### config.mk
export PLATFORM = sky130hd
export DESIGN_NAME = sw_debounce
export DESIGN_NICKNAME = d
export VERILOG_FILES = /design/src/rtl/sw_debounce.sv
export SDC_FILE = /design/constraint.sdc
export NUM_CORES = 1
export LEC_CHECK = 0
export CORE_ASPECT_RATIO = 2
export CORE_MARGIN = 2
export CORE_UTILIZATION = 30
export CTS_CLUSTER_DIAMETER = 30
export DETAILED_ROUTE_END_ITERATION = 6
export GPL_ROUTABILITY_DRIVEN = 0
export PLACE_DENSITY_LB_ADDON = 0.2
export SLEW_MARGIN = 20
export SYNTH_ARGS = -nofsm -noshare
export SYNTH_HDL_FRONTEND = slang
export SYNTH_SLANG_ARGS = --single-unit
### constraint.sdc
create_clock -name CLOCK_50 -period 3.5 [get_ports CLOCK_50]
set_input_delay 0.35 -clock CLOCK_50 [delete_from_list [all_inputs] [get_ports CLOCK_50]]
set_output_delay 0.35 -clock CLOCK_50 [all_outputs]
set_load 0.01 [all_outputs]
### src/rtl/sw_debounce.sv
// rtl/sw_debounce.sv - multi-channel slide-switch debouncer with edge pulses
module sw_debounce #(
    parameter int SW_SIZE      = 10,
    parameter int TICK_CYCLES  = 1000000,
    parameter int STABLE_TICKS = 4
) (
    input  logic               CLOCK_50,
    input  logic               RESET,
    input  logic [SW_SIZE-1:0] SW,
    output logic [SW_SIZE-1:0] SW_DB,
    output logic [SW_SIZE-1:0] SW_RISE,
    output logic [SW_SIZE-1:0] SW_FALL,
    output logic               SW_CHANGED
);

    // Counter widths: just wide enough for the terminal value, never below one bit.
    localparam int PW = (TICK_CYCLES  > 1) ? $clog2(TICK_CYCLES)  : 1;
    localparam int CW = (STABLE_TICKS > 1) ? $clog2(STABLE_TICKS) : 1;

    localparam logic [PW-1:0] PRE_LAST = PW'(TICK_CYCLES - 1);
    localparam logic [CW-1:0] CNT_LAST = CW'(STABLE_TICKS - 1);

    logic [SW_SIZE-1:0]         sync_meta;
    logic [SW_SIZE-1:0]         sync;
    logic [PW-1:0]              pre;
    logic                       tick;
    logic [SW_SIZE-1:0][CW-1:0] cnt;
    logic [SW_SIZE-1:0][CW-1:0] cnt_next;
    logic [SW_SIZE-1:0]         accept;

    // Two-flop synchronizer bringing the asynchronous pin levels into the clock domain.
    always_ff @(posedge CLOCK_50 or posedge RESET) begin
        if (RESET) begin
            sync_meta <= '0;
            sync      <= '0;
        end else begin
            sync_meta <= SW;
            sync      <= sync_meta;
        end
    end

    // Shared prescaler; wraps on its last count so the tick period is exactly TICK_CYCLES.
    always_ff @(posedge CLOCK_50 or posedge RESET) begin
        if (RESET) begin
            pre <= '0;
        end else if (pre == PRE_LAST) begin
            pre <= '0;
        end else begin
            pre <= pre + PW'(1);
        end
    end

    // With TICK_CYCLES=1 the prescaler is pinned at zero and every cycle is a tick.
    assign tick = (pre == PRE_LAST);

    // Per-channel qualification: any agreeing sample restarts the count, a full run accepts.
    always_comb begin
        accept   = '0;
        cnt_next = cnt;
        if (tick) begin
            for (int i = 0; i < SW_SIZE; i++) begin
                if (sync[i] == SW_DB[i]) begin
                    cnt_next[i] = '0;
                end else if (cnt[i] == CNT_LAST) begin
                    cnt_next[i] = '0;
                    accept[i]   = 1'b1;
                end else begin
                    cnt_next[i] = cnt[i] + CW'(1);
                end
            end
        end
    end

    // Qualification counters, held still between ticks.
    always_ff @(posedge CLOCK_50 or posedge RESET) begin
        if (RESET) begin
            cnt <= '0;
        end else begin
            cnt <= cnt_next;
        end
    end

    // Debounced levels and edge pulses update together so a pulse marks the first new-value cycle.
    always_ff @(posedge CLOCK_50 or posedge RESET) begin
        if (RESET) begin
            SW_DB      <= '0;
            SW_RISE    <= '0;
            SW_FALL    <= '0;
            SW_CHANGED <= 1'b0;
        end else begin
            SW_DB      <= SW_DB ^ accept;
            SW_RISE    <= accept & sync;
            SW_FALL    <= accept & ~sync;
            SW_CHANGED <= |accept;
        end
    end

endmodule

; Word level (Yosys, flattened, before mapping)
; Cells that the tools add are included.
[totals]
ff_bits = 91
out_inout_bits = 31
[op_classes]
addsub = 11
eq_ne = 21
mux = 42
bitwise_logic = 4
reduce_logical = 1
[op_table]
columns = op, count
row1 = $mux W2, 20
row2 = $add A2 B1 Y2 const B, 10
row3 = $add A20 B1 Y20 const B, 1
row4 = $and A10 B10 Y10, 2
row5 = $eq A2 B2 Y1 const B, 10
row6 = $eq A20 B20 Y1 const B, 1
row7 = $mux W1, 20
row8 = $mux W20, 1
row9 = $eq A1 B1 Y1, 10
row10 = $mux W10, 1
row11 = $not A10 Y10, 1
row12 = $reduce_or A10 Y1, 1
row13 = $xor A10 B10 Y10, 1

; Logic depth before layout (Yosys ltp)
[depth]
word_depth = 5
ltp_mapped = 7
depth_no_buf = 5

; Worst setup path before layout
; OpenSTA, ideal clock, no wires.
[synth_path]
kind = register to register
from = register pre[0]
to = register SW_DB[2]
setup_ps = 125
arrival_time_ps = 1672
required_time_ps = 3375
slack_ps = 1703
path_stages_with_launch = 8
path_buffers = 2
path_cell_list = dfrtp_1 ha_1 and2_2 and2_2 clkbuf_2 buf_6 nand3_1 mux2_4
[synth_between]
elab_chain_cells = 3
[synth_lines]
columns = item, line_no
row1 = from (decl), 25  ; logic [PW-1:0] pre;
row2 = from (signal assigned), 49  ; pre <= pre + PW'(1);
row3 = $eq A20 B20 Y1, 54  ; assign tick = (pre == PRE_LAST);
row4 = $mux W10, 60  ; if (tick) begin
row5 = $xor A10 B10 Y10, 91  ; SW_DB <= SW_DB ^ accept;
row6 = to (signal assigned), 91
row7 = to (decl), 10  ; output logic [SW_SIZE-1:0] SW_DB,
; Every way passes these cells.
; A chain may end at the register's enable or synchronous reset.

; Worst setup path in the final report
[layout_path]
from = register pre[0]
to = register SW_FALL[1]
[layout_between]
elab_chain_cells = 3
[layout_lines]
columns = item, line_no
row1 = $eq A20 B20 Y1, 54
row2 = $mux W10, 60
row3 = $and A10 B10 Y10, 93  ; SW_FALL <= accept & ~sync;
row4 = to (signal assigned), 93
row5 = to (decl), 12  ; output logic [SW_SIZE-1:0] SW_FALL,
; Every way passes these cells.

==> impl_results.md <==
* Die outline width at between 80 and 90 um
* Mux contribution to synthesized area at under 10%
* Detail Route Antenna Nets at 0
* Simple-Gate Fraction of Synth Area at between 15 and 20%
* Largest family of logic cells by synthesized area: simple AND/OR/NAND/NOR gates
* Die ar. at around 14000 um2
* Placed instance area at approximately 4400 um2
* Worst Path Arrival at 2410 ps
* I/O pin cnt at between 40 and 50
* Largest cells by area after synthesis: dfrtp_1 (60%), o21ai_0 (5.6%), mux2_4 (3.9%), and4b_1 (3.7%), ha_1 (3.6%)
* Max Freq at between 0.4 and 0.5 GHz
* Max_slew headroom at between 30% and 40%
* Run status: finished clean
* Cts bufs inserted at 9
* CTS tree: built
* R2R depth at 6
* Global route overflow at 0
* Min-delay src: sync_meta[8]
* Yosys top cell area share at approximately three fifths
* Resize count post-CTS at 0
* Fin area at approximately 4700 um2
* Most common flop cell mapped by yosys: dfrtp_1
* Final wirelength at roughly 8000 um
* Area growth, synth to finish at 23.1%
* Register area at roughly 2300 um2
* DRT iter0 DRCs at approximately 110
* Core Rows at a little under 60
* Core Util, Final at 37.7%
* Number of global-route vias before repair at approximately 2600
* Minimum clock period at roughly 2100 ps
* Gr busiest metal: met2
* Final net count at around 390
* Vias per cell at about 4.9
* Sink Count at 91
* Synth Register Bits at 91
* Register area share after synthesis at 59.6%
* Fin. Hold Viols at 0
* Largest net degree at the start of global routing at 53
* PortBufs at 42
* Final Cycle Share at ~61%
* Die height at between 150 and 200 um
* Peak supply drop at about 0.30 mV
* Final TNS setup at 0 ps
* Count leader, synth: dfrtp_1
* Reg-to-reg slack, setup at ~1400 ps
* GRT Total Usage at 12.6%
* Area of the multi-input gates at roughly 1500 um2
* Startpoint Class: flop
* DR vias at about 2500
* Finished Layout Cells at 518
* Slew @ Worst Pin at between 900 and 1000 ps
* CP Capture Type: flop
* Bufs on Longest Clock Path at 2
* Synth unique cells at 38
* Area leader, netlist: dfrtp_1
* PD cells at about 450 nW/um2
* H-tree depth at 3
* Mean post-synth cell area at 12.0 um2
* Final Slew Violations at 0
* Reg2Reg Capture Point: SW_FALL[1]
* Max FO, Critical Path at 21
* Starting Density at a little under a third
* Detailed placement HPWL at around 5500 um
* M2 GR Usage at between 20% and 30%
* Adder-cell share of the synthesized area at 3.60%
* Grt met1 use at 13.4%
* Layout cell share with drive strength beyond 1 at around 11%
* Reg2reg start: pre[0]
* Clk_skew at between 9 and 10 ps
* Post-Syn Nets at ~340
* Synth Area in XOR/XNOR at 5.27%
* Post-CTS Setup Repair Bufs at 0
* Hold EP: sync[8]
* First-pass GRT wire length at between 10000 and 15000 um
* Number of max-cap violations at 0
* RSZ-0062 raised after global routing: false
* Clk Latency, worst-skew pair at between 300 and 400 ps
* Pre-antenna DRT Iters at 4
* Global Route met3 Usage at under 10%
* Final setup violation count at 0
* CP required at 3780 ps
* Cell count after synthesis at 319
* Compound-Gate Fraction of Synth Area at ~8%
* Root buf cell: clkbuf_16
* DRC violations left at 0
* Number of synthesized flops with an enable pin at 0
* Clock transition at the registers of the reported paths at ~60 ps
* # diodes at 0
* Commonest cells post-synth: dfrtp_1 (91), o21ai_0 (43), nand2_1 (33)
* Syn Std Cell Area at between 3000 and 4000 um2
* Hold Crit Class: flop to flop
* # fillers at ~1200
* WL/cell at about 15 um
* Hold buffer count at cts at 0
* Worst hold path stage count at 0
* Setup CP Type: flop to flop
* Lkg Pwr at 2.15 nW
* Hold_ws at between 300 and 400 ps
* Placed cell count at ~500
* Initial antenna violation count at 0
* CORE AREA at 12500 um2
* YS warnings at 0
* Asr flop ratio synth at 100%
==> cell usage in the layout, fill, tap and decap left out, drive strengths merged, types with 7 or more instances in the layout <==
cell	n
o21ai	45
mux2	10
nand2	34
nor2	17
and4b	14
nand3	19
nor3	7
xor2	13
clkbuf	11
xnor2	10
dfrtp	91
clkdlybuf4s50	42
ha	11
==> registers in the layout, indices dropped and copies added (netlist names) <==
register / flops
cnt: 20
pre: 20
SW_DB: 10
SW_FALL: 10
SW_RISE: 10
sync: 10
sync_meta: 10
SW_CHANGED: 1
==> layout make-up <==
class | count | share of cell area (%)
well taps | 150 | 3.99
multi-input cells | 215 | 31.3
clock buffers | 11 | 5.16
repair buffers | 45 | 9.68
flip-flops and latches | 91 | 48.4
inverters | 1 | 0.106
clock inverters | 5 | 1.33
==> how the worst max path moves through the flow <==
stage | startpoint | endpoint | slack, ps
3_5_place_dp | pre[0] | SW_FALL[1] | 1350
2_1_floorplan | RESET | SW_CHANGED | 790
5_1_grt | pre[0] | SW_FALL[1] | 1120
3_3_place_gp | pre[0] | pre[1] | 1480
4_1_cts | pre[0] | SW_FALL[4] | 1330
6_report | pre[0] | SW_FALL[1] | 1370
==> metrics by stage <==
stage	setup WS, ps	total power, mW
2_1_floorplan	786	1.11
3_3_place_gp	1480	1.14
3_5_place_dp	1350	1.14
4_1_cts	1330	2.13
5_1_grt	1120	2.17
6_report	1370	2.10
==> cells by family after synthesis <==
kind of cell             Yosys count
AO/OA/AOI/OAI                     56
AND/OR/NAND/NOR                  115
XOR/XNOR                          23
flip-flops                        91
buffers and inverters             13
multiplexers                      10
adder cells (fa/ha/maj)           11
==> power breakdown <==
| part | internal, mW | total (mW) | leakage (nW) | switching, mW |
|---|---|---|---|---|
| combinational | 0.0176 | 0.0457 | 0.793 | 0.0281 |
| clock | 0.575 | 0.979 | 0.142 | 0.404 |
| sequential | 1.06 | 1.07 | 1.21 | 0.00875 |
| total | 1.66 | 2.10 | 2.15 | 0.441 |
==> critical path, stage by stage, from the launching register on <==
cell and delay (ps):
dfrtp_1 430, ha_1 240, and2_2 200, nand2_1 390
nor2_2 290, buf_4 300, and4b_1 230
==> metal layers <==
metal	routed length [um]	vias up
met4	161	0
met2	4560	33
li1	-	1214
met3	198	8
met1	3080	1293
met5	0	-
Power figures use the tool's default switching activity.
